### config.mk
export PLATFORM = sky130hd
export DESIGN_NAME = spi_master
export DESIGN_NICKNAME = d
export VERILOG_FILES = /design/src/rtl/spi_master.sv
export SDC_FILE = /design/constraint.sdc
export NUM_CORES = 1
export LEC_CHECK = 0
export BUFFER_PORTS_ARGS = -buffer_cell sky130_fd_sc_hd__buf_2
export CORE_ASPECT_RATIO = 1.75
export CORE_MARGIN = 3
export CORE_UTILIZATION = 27
export DETAILED_ROUTE_END_ITERATION = 10
export PLACE_DENSITY = 0.42
export SYNTH_ARGS = -nofsm -noshare
export SYNTH_HDL_FRONTEND = slang
export SYNTH_SLANG_ARGS = --single-unit
### constraint.sdc
create_clock -name MHZ48 -period 3 [get_ports MHZ48]
set_input_delay 0.6 -clock MHZ48 [delete_from_list [all_inputs] [get_ports MHZ48]]
set_output_delay 0.6 -clock MHZ48 [all_outputs]
set_load 0.05 [all_outputs]
### src/rtl/spi_master.sv
// Byte-wide SPI master (mode 0) for the two SD card slots, mapped as a 4-byte CPU window.
// Optional SPI_AUTOXFER_EN: a DATA read while idle also starts a 0xFF transfer.
module spi_master #(
   parameter int unsigned DIV_RESET = 59
) (
   input  logic       MHZ48,
   input  logic       nRES,
   input  logic       nSEL,
   input  logic       RW,
   input  logic [1:0] A,
   input  logic [7:0] DIN,
   output logic [7:0] DOUT,
   output logic       SCLK,
   output logic       MOSI,
   input  logic       MISO,
   output logic       nSD0,
   output logic       nSD1
);

   typedef enum logic [1:0] {
      Idle,
      Low,
      High
   } stateT;

   stateT      state;
   stateT      stateNext;

   logic       nSelQ;
   logic [1:0] addrLat;
   logic       rwLat;
   logic [7:0] dinLat;
   logic       commit;

   logic [7:0] txShift;
   logic [7:0] rxShift;
   logic [7:0] dataReg;
   logic [7:0] divReg;
   logic [7:0] halfCnt;
   logic [2:0] bitCnt;
   logic       ovr;
   logic       sclkReg;
   logic       mosiReg;
   logic       nSd0Reg;
   logic       nSd1Reg;
   logic       busy;

   logic       dataWrite;
   logic       dataRead;
   logic       startXfer;
   logic       dropXfer;
   logic       riseEdge;
   logic       fallShift;
   logic       fallLast;
   logic [7:0] startByte;

   // An access commits on the trailing edge of nSEL, using the bus values latched while selected.
   assign commit    = !nSelQ && nSEL;
   assign busy      = (state != Idle);
   assign dataWrite = commit && (addrLat == 2'd0) && !rwLat;
`ifdef SPI_AUTOXFER_EN
   assign dataRead  = commit && (addrLat == 2'd0) && rwLat;
`else
   assign dataRead  = 1'b0;
`endif

   // Next-state and strobe decode; a start request while busy becomes an overrun instead.
   always_comb begin
      stateNext = state;
      startXfer = 1'b0;
      dropXfer  = 1'b0;
      riseEdge  = 1'b0;
      fallShift = 1'b0;
      fallLast  = 1'b0;
      startByte = dataWrite ? dinLat : 8'hFF;
      if (dataWrite || dataRead) begin
         if (busy) begin
            dropXfer = 1'b1;
         end else begin
            startXfer = 1'b1;
         end
      end
      case (state)
         Idle: begin
            if (startXfer) begin
               stateNext = Low;
            end
         end
         Low: begin
            if (halfCnt == 8'd0) begin
               stateNext = High;
               riseEdge  = 1'b1;
            end
         end
         High: begin
            if (halfCnt == 8'd0) begin
               if (bitCnt == 3'd7) begin
                  stateNext = Idle;
                  fallLast  = 1'b1;
               end else begin
                  stateNext = Low;
                  fallShift = 1'b1;
               end
            end
         end
         default: stateNext = Idle;
      endcase
   end

   // State, bus latch, shift datapath and CPU-visible registers.
   always_ff @(posedge MHZ48) begin
      if (!nRES) begin
         state   <= Idle;
         nSelQ   <= 1'b1;
         addrLat <= 2'd0;
         rwLat   <= 1'b1;
         dinLat  <= 8'h00;
         txShift <= 8'hFF;
         rxShift <= 8'h00;
         dataReg <= 8'hFF;
         divReg  <= DIV_RESET[7:0];
         halfCnt <= 8'd0;
         bitCnt  <= 3'd0;
         ovr     <= 1'b0;
         sclkReg <= 1'b0;
         mosiReg <= 1'b1;
         nSd0Reg <= 1'b1;
         nSd1Reg <= 1'b1;
      end else begin
         state <= stateNext;
         nSelQ <= nSEL;
         if (!nSEL) begin
            addrLat <= A;
            rwLat   <= RW;
            dinLat  <= DIN;
         end
         if (startXfer) begin
            txShift <= startByte;
            mosiReg <= startByte[7];
            halfCnt <= divReg;
            bitCnt  <= 3'd0;
         end else if (riseEdge) begin
            sclkReg <= 1'b1;
            rxShift <= {rxShift[6:0], MISO};
            halfCnt <= divReg;
         end else if (fallShift) begin
            sclkReg <= 1'b0;
            txShift <= {txShift[6:0], 1'b0};
            mosiReg <= txShift[6];
            bitCnt  <= bitCnt + 3'd1;
            halfCnt <= divReg;
         end else if (fallLast) begin
            sclkReg <= 1'b0;
            mosiReg <= 1'b1;
            dataReg <= rxShift;
         end else if (busy) begin
            halfCnt <= halfCnt - 8'd1;
         end
         if (dropXfer) begin
            ovr <= 1'b1;
         end else if (commit && rwLat && (addrLat == 2'd1)) begin
            ovr <= 1'b0;
         end
         if (commit && !rwLat) begin
            case (addrLat)
               2'd1: begin
                  nSd0Reg <= dinLat[0];
                  nSd1Reg <= dinLat[1];
               end
               2'd2: divReg <= dinLat;
               default: ;
            endcase
         end
      end
   end

   // Zero-latency read mux on the live address.
   always_comb begin
      case (A)
         2'd0:    DOUT = dataReg;
         2'd1:    DOUT = {busy, ovr, 4'b0000, nSd1Reg, nSd0Reg};
         2'd2:    DOUT = divReg;
         default: DOUT = 8'hFF;
      endcase
   end

   assign SCLK = sclkReg;
   assign MOSI = mosiReg;
   assign nSD0 = nSd0Reg;
   assign nSD1 = nSd1Reg;

endmodule
# Word-level counts from Yosys, hierarchy flattened
# Cells that the tools add are included.
# Widths: inputs -> output; s select.
dict set report op_classes {
  n_reduce_logical 29
  n_mux 36
  addsub 2
  n_eq_ne 12
  bitwise 4
}
# cell count
set ops {}
lappend ops {{$mux 8} 6}
lappend ops {{$pmux 8 s3} 1}
lappend ops {{$mux 1} 22}
lappend ops {{$mux 7} 3}
lappend ops {{$reduce_and 2->1} 8}
lappend ops {{$logic_not 8->1} 1}
lappend ops {{$ne 2x2->1 const B} 4}
lappend ops {{$sub 8x1->8 const B} 1}
lappend ops {{$eq 2x1->1 const B} 3}
lappend ops {{$eq 2x2->1 const B} 3}
lappend ops {{$logic_and 1x1->1} 6}
lappend ops {{$logic_not 2->1} 3}
lappend ops {{$mux 2} 3}
lappend ops {{$pmux 2 s3} 1}
lappend ops {{$reduce_bool 2->1} 3}
lappend ops {{$reduce_bool 3->1} 2}
lappend ops {{$ne 4x4->1 const B} 1}
lappend ops {{$not 1->1} 4}
lappend ops {{$reduce_and 4->1} 1}
lappend ops {{$reduce_bool 4->1} 1}
lappend ops {{$add 3x1->3 const B} 1}
lappend ops {{$eq 3x3->1 const B} 1}
lappend ops {{$reduce_and 3->1} 1}
lappend ops {{$logic_not 1->1} 2}
lappend ops {{$reduce_or 2->1} 1}
dict set report totals {
  in_bits 15
  output_inout_bits 12
  reg_bits 61
  word_cells 99
}

# Logic depth before layout (Yosys ltp)
# Gate-level depths: netlist (run 1).
dict set report logic_depth {
  word_depth 8
  ltp_mapped 8
}

# Least setup slack after synthesis (run 1)
# OpenSTA, ideal clock, no wires.
dict set report synth_path {
  path_kind {input to output}
  from {input port A[1]}
  to {output port DOUT[1]}
  stages 4
  setup_slack_ns 0.414
  arrival_time_ns 1.986
  path_cell_list {clkbuf_1 -> clkbuf_1 -> a211oi_1 -> a21oi_1}
}
dict set report synth_via {
  elab_chain_len 2
  word_cells_on_any_way 4
}
# element line_no
set synth_lines {}
lappend synth_lines {{start, declared} 10} ;# input logic [1:0] A,
lappend synth_lines {{$eq 2x2->1 (tied with other cells)} 179} ;# case (A)
lappend synth_lines {{$pmux 8 s3 *} 179}
lappend synth_lines {{end, declared} 12} ;# output logic [7:0] DOUT,
# Mark *: on every way between the ends. The rest lies on a longest branch, timed or not.

# Worst setup path in the final report (run 1)
dict set report layout_path {
  from {register halfCnt[2]}
  to {register txShift[2]}
}
dict set report layout_via {
  elab_chain_len 5
  word_cells_on_any_way 8
}
# element line_no
set layout_lines {}
lappend layout_lines {{start, declared} 39} ;# logic [7:0] halfCnt;
lappend layout_lines {{start signal, assigned} 140} ;# halfCnt <= divReg;
lappend layout_lines {{start signal, assigned} 145} ;# halfCnt <= divReg;
lappend layout_lines {{start signal, assigned} 151} ;# halfCnt <= divReg;
lappend layout_lines {{$logic_not 8->1 *} {90, 96}}
lappend layout_lines {{$mux 1 (on tied branches)} {90, 96}}
lappend layout_lines {{$mux 1} 83} ;# case (state)
lappend layout_lines {{$ne 2x2->1 (no source line) / $reduce_bool 2->1 (equally long branches)} n/a}
lappend layout_lines {{$reduce_and 2->1 (no source line) *} n/a}
lappend layout_lines {{end signal, assigned} 138} ;# txShift <= startByte;
lappend layout_lines {{end signal, assigned} 148} ;# txShift <= {txShift[6:0], 1'b0};
lappend layout_lines {{end, declared} 35} ;# logic [7:0] txShift;
# Marked as above.
# A chain may end at the register's enable or synchronous reset.

==> key figures, run 1 <==
Global routing
  – Number of global-route vias before repair: around 2100
  – First-pass GRT wire length: approximately 12000 um
  – Total GRT Usage: between 10% and 20%
  – Gr ovfl total: 0
  – Initial antenna violation count: 0
  – Largest net degree at the start of global routing: 24

Clocking
  – Clk root buf: clkbuf_16
  – Max H-tree Level: 3
  – CTS tree: yes
  – Clock Latency Late Sink: approximately 330 ps
  – Cts hold-fix bufs: 0
  – Post_cts resized: 0
  – Total CTS buffers: 9
  – Clock Sinks: slightly above 60
  – Post-CTS Setup Inserts: 0
  – Worst-path clk slew: roughly 60 ps
  – Deepest clock path buffer count: 2

Die
  – Die Y: approximately 140 um
  – Die Wd: just over 80 um
  – Starting Density: 27.9%
  – Ports: 27
  – Number of cell rows: 48
  – Die ar.: around 12000 sq um
  – Core area: 9910 sq um

Timing
  – Hold Fails Final Rpt: 0
  – Max-slew violation count: 0
  – Setup TNS: 0 ps
  – Min Clock Period, post-route: roughly 2400 ps
  – Slew margin rel.: 48.4%
  – Tcrit/Tclk final: 81.5%
  – RSZ-0062 raised after global routing: false
  – Setup Skew: 7.25 ps
  – Setup violators final: 0
  – Fmax: slightly above 0.4 GHz
  – Actual slew at the worst max-slew pin: about 770 ps

Synthesis
  – Ys async rst share: 0%
  – Number of synthesized flops with an enable pin: 0
  – Yosys cell types: 42
  – Top cells by area, synth: dfxtp_1 44%, mux2i_1 14%, nand2_1 5.8%
  – Dominant cell by count in the synthesized netlist: dfxtp_1
  – Top cell type's share of synthesized area: between 40 and 50%
  – Syn Inst Count: ~320
  – Avg Inst Size Synth: a little under 9 sq um
  – Yosys reg bits: just over 60
  – Post-synth top cells: 61 x dfxtp_1, 43 x nand2_1, 39 x mux2i_1, 39 x nor2_1, 21 x a21oi_1
  – Mapped Area: about 2800 sq um
  – Yosys Warn Count: 0
  – Prevailing post-synth register cell: dfxtp_1
  – Register area share after synthesis: between 40% and 50%
  – Synth area leader: dfxtp_1
  – Syn_nets: 337

Pwr
  – Power Dens Cells: 643 nW/um^2
  – Peak VDD IR: 0.383 mV
  – Pwr Total: between 2 and 2.5 mW
  – Leak pwr: 1.46 nW

Route
  – Vias per inst: ~4.7
  – Pre-antenna DRT Iters: 4
  – Vias: between 2000 and 2500
  – 1st-iter DRT viols: around 120
  – DRC viols: 0
  – Total wire length: 7320 um
  – DR WL/cell: 15.5 um
  – Post-DRT Antenna Nets: 0

Critical path
  – Worst EP arrival: between 2000 and 3000 ps
  – Reg-to-Reg End: txShift[2]
  – Crit path capture: txShift[2]
  – Crit path launch: halfCnt[2]
  – Worst-case reg-to-reg path depth: 5
  – Max stage delay on crit path: slightly above 700 ps
  – Crit Path Max Fanout: 11
  – CP Capture Type: flop
  – Crit path cell chain: or4_1 -> or2_4 -> nor3_4 -> mux2i_1 -> a21oi_1
  – Reg2reg start: halfCnt[2]
  – Setup Crit Path Kind: reg -> reg
  – Critical Path Source Type: flop
  – R2R Setup Slk: between 500 and 600 ps
  – Worst path required time: 3190 ps
  – CP max stage cell: or4_1

Cells and area
  – N_diodes: 0
  – Final net count: around 360
  – Synth-to-Final Area Change: 20.2%
  – Layout cells sized above 1: between 10% and 20%

Placed design
  – DP HPWL: approximately 5500 um
  – Gpl congestion: 0.865
  – IO buf count: 26

Status
  – Status: finished, final reports clean

Job
  – Max-cap violations: 0

Hold path
  – Worst Hold Class: reg -> reg
[critical path: cells and delay by family, from the launching register on]
kind,cells,cell delay (ps)
flip-flops,1,360
multiplexers,1,260
AND/OR/NAND/NOR,3,1590
AO/OA/AOI/OAI,1,90
[routing by layer]
layer,vias to the layer above,track usage [%],wire length (um)
li1,1171,-,-
met1,1034,15.5,3080
met2,25,23.8,3920
met3,10,3.37,183
met4,0,6.13,137
met5,-,0,0
[placed cells by master, fill, tap and decap left out, drive strengths merged]
cell	n
dfxtp	61
nand2	43
nor2	39
mux2i	39
buf	31
a21oi	21
nand3	13
nor3	12
o21ai	11
clkbuf	11
nor2b	7
a211oi	7
or3	6
nand2b	5
inv	4
ha	4
or3b	3
o22ai	3
a22oi	3
clkinv	3
or2	3
o2bb2ai	2
bufinv	2
or4	1
a31o	1
nor3b	1
a31oi	1
a211o	1
nor4b	1
o221ai	1
xnor2	1
o211ai	1
and3	1
a2bb2oi	1
or4b	1
a32oi	1
nor4	1
mux2	1
[per-stage QoR]
stage | cells | area (sq um) | worst slack [ps] | util, % | hold WS [ps]
after floorplan | 318 | 2760 | 414 | - | 433
after global placement | 457 | 3010 | 565 | 30.4 | 451
after detailed placement | 457 | 3010 | 581 | 30.4 | 453
after CTS | 473 | 3320 | 570 | 33.5 | 466
after global routing | 473 | 3320 | 419 | 33.5 | 488
final | 473 | 3320 | 556 | 33.5 | 460
[sequential cells by signal, indices dropped and copies added (netlist names)]
signal,cells
txShift,7
nSelQ,1
MOSI,1
nSD0,1
addrLat,2
rwLat,1
nSD1,1
bitCnt,3
SCLK,1
dinLat,8
divReg,8
state,2
rxShift,8
ovr,1
halfCnt,8
dataReg,8
[how the worst min path moves through the flow]
stage / startpoint / endpoint / cells after the start
final: dataReg[1] / dataReg[1] / 2
after global routing: dataReg[1] / dataReg[1] / 2
after CTS: dataReg[0] / dataReg[0] / 2
after detailed placement: dataReg[0] / dataReg[0] / 2
after global placement: dataReg[0] / dataReg[0] / 2
after floorplan: dataReg[0] / dataReg[0] / 2
[report_power, final]
| group | switching, mW | internal (mW) |
|---|---|---|
| Sequential | 0.0193 | 0.829 |
| Clock | 0.361 | 0.722 |
| Combinational | 0.132 | 0.0712 |
[cell type report]
class	instances	area (sq um)
clock buffers	11	233
well taps	125	156
multi-input cells	236	1450
repair buffers	31	168
fillers	1059	6590
clock inverters	5	75.1
flip-flops and latches	61	1220
inverters	4	15.0
[logic make-up after synthesis]
kind of cell,count (synthesis),synth area share (%)
flip-flops,61,44.2
XOR/XNOR,1,0.317
AND/OR/NAND/NOR,137,23.8
AO/OA/AOI/OAI,54,12.1
multiplexers,40,14.6
buffers and inverters,21,3.22
adder cells (fa/ha/maj),4,1.81
Note: power is estimated with default switching activity, not from simulation.
==> run 2, diff against run 1 <==
==> constraint.sdc (replaced) <==
create_clock -name MHZ48 -period 2.5 [get_ports MHZ48]
set_input_delay 0.5 -clock MHZ48 [delete_from_list [all_inputs] [get_ports MHZ48]]
set_output_delay 0.5 -clock MHZ48 [all_outputs]
set_load 0.05 [all_outputs]
==> key figures, run 2 (same netlist as run 1, synthesis figures left out) <==
Clocking
  – CTS tree: yes
  – Deepest clock path buffer count: 2 (unchanged)
  – Worst-path clk slew: 50 ps (about the same)
  – Post-CTS Setup Inserts: 0 (unchanged)
  – Max H-tree Level: 3 (unchanged)
  – Post_cts resized: 0 (unchanged)
  – Total CTS buffers: 9 (unchanged)
  – Clk root buf: clkbuf_16
  – Cts hold-fix bufs: 0 (unchanged)
  – Clock Latency Late Sink: 330 ps (about the same)
  – Clock Sinks: 61 (unchanged)

Timing
  – Hold Fails Final Rpt: 0 (unchanged)
  – Min Clock Period, post-route: 2260 ps (-184 ps)
  – Setup violators final: 0 (unchanged)
  – Actual slew at the worst max-slew pin: 550 ps (-221 ps)
  – Fmax: 0.442 GHz (+8.1%)
  – Slew margin rel.: 63.2% (+15 points)
  – Max-slew violation count: 0 (unchanged)
  – Setup TNS: 0 ps (unchanged)
  – Setup Skew: 7.21 ps (-0.0407 ps)
  – Tcrit/Tclk final: 90.4% (+8.9 points)
  – RSZ-0062 raised after global routing: false

Global routing
  – Largest net degree at the start of global routing: 29 (+21%)
  – Initial antenna violation count: 0 (unchanged)
  – Gr ovfl total: 0 (unchanged)
  – First-pass GRT wire length: 12000 um (+2.6%)
  – Total GRT Usage: 14.1% (+0.26 points)
  – Number of global-route vias before repair: 2262 (+5.5%)

Critical path
  – Critical Path Source Type: flop
  – Worst path required time: 2750 ps (-440 ps)
  – Worst path top cell family by delay: compound AO/OA/AOI/OAI gates
  – CP Capture Type: flop
  – Crit path cell chain: inv_1 -> ha_1 -> or3b_2 -> nor2_1 -> buf_4 -> a31oi_1 -> nand2_1 -> o22ai_1
  – Buf+Inv Stages, Crit Path: 2 (+2)
  – CP max stage cell: a31oi_1
  – Crit Path Max Fanout: 6 (-5)
  – Setup Crit Path Kind: reg -> reg
  – Worst EP arrival: 2510 ps (-130 ps)
  – Max stage delay on crit path: 470 ps (-240 ps)

Pwr
  – Pwr Total: 2.49 mW (+17%)
  – Power Dens Cells: 739 nW/um^2 (+15%)
  – Leak pwr: 1.48 nW (+1.6%)
  – Peak VDD IR: 0.361 mV (-5.6%)

Route
  – Vias per inst: 4.86 (+2.7%)
  – Total wire length: 7360 um (+0.55%)
  – DRC viols: 0 (unchanged)
  – Vias: 2335 (+4.2%)
  – Met3 wire len: 194 um (+6.0%)
  – Max Used Layer: met4
  – 1st-iter DRT viols: 130 (+7.4%)
  – Pre-antenna DRT Iters: 4 (unchanged)
  – Met2 WL post-DR: 4080 um (+4.2%)
  – Post-DRT Antenna Nets: 0 (unchanged)
  – DR WL/cell: 15.3 um (-0.92%)
  – Met1 wire length: 2870 um (-6.8%)

Job
  – Max-cap violations: 0 (unchanged)

Die
  – Core area: 9910 sq um (unchanged)
  – Starting Density: 27.9% (unchanged)
  – Number of cell rows: 48 (unchanged)
  – Die ar.: 11500 sq um (unchanged)
  – Die Wd: 82.4 um (unchanged)
  – Ports: 27 (unchanged)
  – Die Y: 140 um (unchanged)

Cells and area
  – Final net count: 369 (+1.9%)
  – N_diodes: 0 (unchanged)
  – Filler Cell Count: 1062 (+0.28%)
  – Layout cells sized above 1: 18.3% (+1.9 points)
  – Commonest cells after routing, fill and taps aside: 61 x dfxtp_1, 43 x nand2_1, 39 x nor2_1, 39 x mux2i_1, 26 x buf_2
  – Synth-to-Final Area Change: 22.0%
  – Commonest non-fill, non-tap cell in the layout: dfxtp_1

Placed design
  – DP HPWL: 5490 um (-0.96%)
  – IO buf count: 26 (unchanged)
  – Gpl congestion: 0.782 (-9.6%)

Hold path
  – Worst Hold Class: in -> reg

Status
  – Status: finished, final reports clean
run 2: path summary, 6_finish.rpt:
kind	startpoint	to	slack [ps]	cells past startpoint
setup / recovery	halfCnt[0]	halfCnt[5]	240	8
setup reg to reg	halfCnt[0]	halfCnt[5]	240	8
hold / removal	RW	rwLat	380	3
hold reg to reg	dataReg[1]	dataReg[1]	460	2
run 2: routing by layer:
layer / track usage (%) / vias to the layer above
met5: 0 / -
met4: 7.71 / 0
met3: 3.24 / 13
met2: 23.9 / 39
met1: 15.5 / 1098
li1: - / 1185
run 2: per-stage QoR:
stage / hold slack [ps] / worst slack [ps] / util, % / area (sq um) / instances
2_1_floorplan: 433 / 114 / - / 2760 / 318
3_3_place_gp: 452 / 223 / 31.0 / 3080 / 464
3_5_place_dp: 450 / 262 / 31.0 / 3080 / 464
4_1_cts: 373 / 247 / 34.0 / 3370 / 480
5_1_grt: 394 / 117 / 34.0 / 3370 / 480
6_report: 384 / 240 / 34.0 / 3370 / 480
run 2: report_power, final:
part / switching, mW / leakage, nW / total [mW] / internal [mW]
Sequential: 0.0221 / 0.495 / 1.02 / 0.994
Combinational: 0.160 / 0.847 / 0.260 / 0.0994
Clock: 0.444 / 0.138 / 1.21 / 0.768
run 2: layout make-up:
class	count	area [sq um]	area share (%)
Sequential cell	61	1220	36.3
Inverter	4	15.0	0.446
Tap cell	125	156	4.64
Clock buffer	10	229	6.80
Multi-Input combinational cell	236	1450	43.1
Clock inverter	6	63.8	1.89
Timing Repair Buffer	38	233	6.91
run 2: worst reg2reg max path, stage by stage, from the launching register on:
cell and delay [ps]:
dfxtp_1 440, inv_1 100, ha_1 200, or3b_2 240
nor2_1 100, buf_4 170, a31oi_1 470, nand2_1 250
o22ai_1 210
==> run 3, diff against run 2 <==
--- a/config.mk
+++ b/config.mk
@@ -5,6 +5,7 @@
 export SDC_FILE = /design/constraint.sdc
 export NUM_CORES = 1
 export LEC_CHECK = 0
+export ABC_AREA = 1
 export BUFFER_PORTS_ARGS = -buffer_cell sky130_fd_sc_hd__buf_2
 export CORE_ASPECT_RATIO = 1.75
 export CORE_MARGIN = 3
==> key figures, run 3 <==
Cells and area
  – Final net count: 415 (+12%)
  – Filler Cell Count: 1117 (+5.2%)
  – Sequential Area: 1220 sq um (unchanged)
  – Commonest non-fill, non-tap cell in the layout: nand2_1
  – N_diodes: 0 (unchanged)
  – Layout cells sized above 1: 15.0% (-3.3 points)
  – Post-route design area: 3340 sq um (-0.74%)
  – Area of the multi-input gates: 1340 sq um (-7.8%)
  – Synth-to-Final Area Change: 22.5%
  – Commonest cells after routing, fill and taps aside: 89 x nand2_1, 61 x dfxtp_1, 41 x nor2_1

Placed design
  – Area of placed instances: 2990 sq um (-2.6%)
  – Gpl congestion: 0.753 (-3.6%)
  – IO buf count: 26 (unchanged)
  – DP HPWL: 5430 um (-1.3%)

Critical path
  – Reg2reg start: halfCnt[0]
  – Crit path launch: state[1]
  – CP Capture Type: output port
  – Worst EP arrival: 1470 ps (-1040 ps)
  – R2R Setup Slk: 620 ps (+380 ps)
  – Crit Path Max Fanout: 4 (-2)
  – Critical Path Source Type: flop
  – Worst path required time: 2000 ps (-750 ps)
  – Setup Crit Path Kind: reg -> out

Pwr
  – Leak pwr: 1.53 nW (+3.1%)
  – Peak VDD IR: 0.372 mV (+2.9%)
  – Power Dens Cells: 818 nW/um^2 (+11%)

Die
  – Die ar.: 11400 sq um (-1.0%)
  – Ports: 27 (unchanged)
  – Number of cell rows: 48 (unchanged)
  – Die Wd: 82.0 um (-0.50%)
  – Core area: 9850 sq um (-0.61%)
  – Die Y: 139 um (-0.52%)
  – Starting Density: 27.7% (-0.14 points)

Clocking
  – Clk root buf: clkbuf_16
  – Deepest clock path buffer count: 2 (unchanged)
  – Worst-path clk slew: 60 ps (about the same)
  – Cts hold-fix bufs: 0 (unchanged)
  – Total CTS buffers: 9 (unchanged)
  – Clock Sinks: 61 (unchanged)
  – Max H-tree Level: 3 (unchanged)
  – Clock Latency Late Sink: 320 ps (about the same)
  – Post_cts resized: 0 (unchanged)
  – Post-CTS Setup Inserts: 0 (unchanged)
  – CTS tree: yes

Timing
  – Tcrit/Tclk final: 78.7% (-12 points)
  – Hold Fails Final Rpt: 0 (unchanged)
  – Setup TNS: 0 ps (unchanged)
  – RSZ-0062 raised after global routing: false
  – Actual slew at the worst max-slew pin: 559 ps (+8.87 ps)
  – Setup violators final: 0 (unchanged)
  – Setup Skew: 6.67 ps (-0.545 ps)
  – Fmax: 0.508 GHz (+15%)
  – Worst hold margin: 376 ps (-7.41 ps)
  – Max-slew violation count: 0 (unchanged)
  – Min Clock Period, post-route: 1970 ps (-293 ps)
  – Slew margin rel.: 62.5% (-0.65 points)

Synthesis
  – Register area share after synthesis: 44.7% (+0.49 points)
  – Yosys reg bits: 61 (unchanged)
  – Number of synthesized flops with an enable pin: 0 (unchanged)
  – Prevailing post-synth register cell: dfxtp_1
  – Dominant cell by count in the synthesized netlist: nand2_1
  – Mapped Area: 2730 sq um (-1.1%)
  – Avg Inst Size Synth: 7.48 sq um (-14%)
  – Top cells by area, synth: dfxtp_1 45%, nand2_1 12%, nand3_1 6.0%
  – Syn_nets: 384 (+14%)
  – Syn Inst Count: 365 (+15%)
  – Top cell type's share of synthesized area: 44.7% (+0.49 points)
  – Ys async rst share: 0% (unchanged)
  – Post-synth top cells: 89 x nand2_1, 61 x dfxtp_1, 41 x nor2_1, 33 x nand3_1, 31 x inv_1
  – Yosys cell types: 31 (-26%)
  – Yosys Warn Count: 0 (unchanged)
  – Synth area leader: dfxtp_1

Route
  – DR WL/cell: 13.8 um (-10%)
  – Total wire length: 7260 um (-1.4%)
  – Vias: 2440 (+4.5%)
  – Vias per inst: 4.64 (-4.6%)
  – Post-DRT Antenna Nets: 0 (unchanged)
  – 1st-iter DRT viols: 93 (-28%)
  – DRC viols: 0 (unchanged)
  – Pre-antenna DRT Iters: 4 (unchanged)

Global routing
  – Number of global-route vias before repair: 2406 (+6.4%)
  – Gr ovfl total: 0 (unchanged)
  – Largest net degree at the start of global routing: 42 (+45%)
  – Total GRT Usage: 14.1% (+0.021 points)
  – First-pass GRT wire length: 12200 um (+2.5%)
  – Initial antenna violation count: 0 (unchanged)

Job
  – Max-cap violations: 0 (unchanged)

Hold path
  – Worst Hold Class: in -> reg
  – Min-delay src: RW

Status
  – Status: finished, final reports clean
run 3: report_power, final:
part           total (mW)  internal (mW)  switching, mW
sequential           1.03           1.00         0.0265
combinational       0.266         0.0840          0.182
clock                1.44          0.998          0.442
total                2.73           2.08          0.651
run 3: logic make-up after synthesis:
| logic type | after synthesis | share of synthesized area (%) |
|---|---|---|
| AND/OR/NAND/NOR | 181 | 30.8 |
| XOR/XNOR | 4 | 1.28 |
| AO/OA/AOI/OAI | 72 | 15.1 |
| buffers and inverters | 43 | 6.28 |
| flip-flops | 61 | 44.7 |
| adder cells (fa/ha/maj) | 4 | 1.83 |
run 3: worst paths after layout:
| path | endpoint | cells past startpoint |
|---|---|---|
| worst max-delay path | DOUT[7] | 5 |
| worst min-delay path | rwLat | 3 |
| worst max register to register | rxShift[2] | 8 |
| worst min register to register | dataReg[7] | 2 |
run 3: cell type report:
type,instances,area share [%]
clock buffers,10,7.15
clock inverters,6,3.29
inverters,35,4.00
multi-input cells,261,40.0
flip-flops and latches,61,36.5
well taps,125,4.68
repair buffers,28,4.34
run 3: routing by layer:
layer	vias up	part of all wire, %	GRT usage, %
met5	-	0	0
met4	0	1.8	5.78
met3	11	3.1	3.32
met2	36	54	24.0
met1	1121	41	16.4
li1	1272	-	-
run 3: per-stage QoR:
| stage | std cells | utilization, % | setup slack [ps] | power, mW |
|---|---|---|---|---|
| global placement | 510 | 30.4 | 583 | 1.32 |
| floorplan | 365 | - | 498 | 1.24 |
| detailed placement | 510 | 30.4 | 578 | 1.32 |
| global route | 526 | 33.9 | 427 | 2.85 |
| CTS | 526 | 33.9 | 501 | 2.77 |
| finish | 526 | 33.9 | 532 | 2.73 |
run 3: critical path, cell delays in order, from the launching register on:
cell and delay (ps):
dfxtp_1 330, nor2_1 280, inv_1 130, nand2_1 90
o2111ai_1 80, buf_2 230
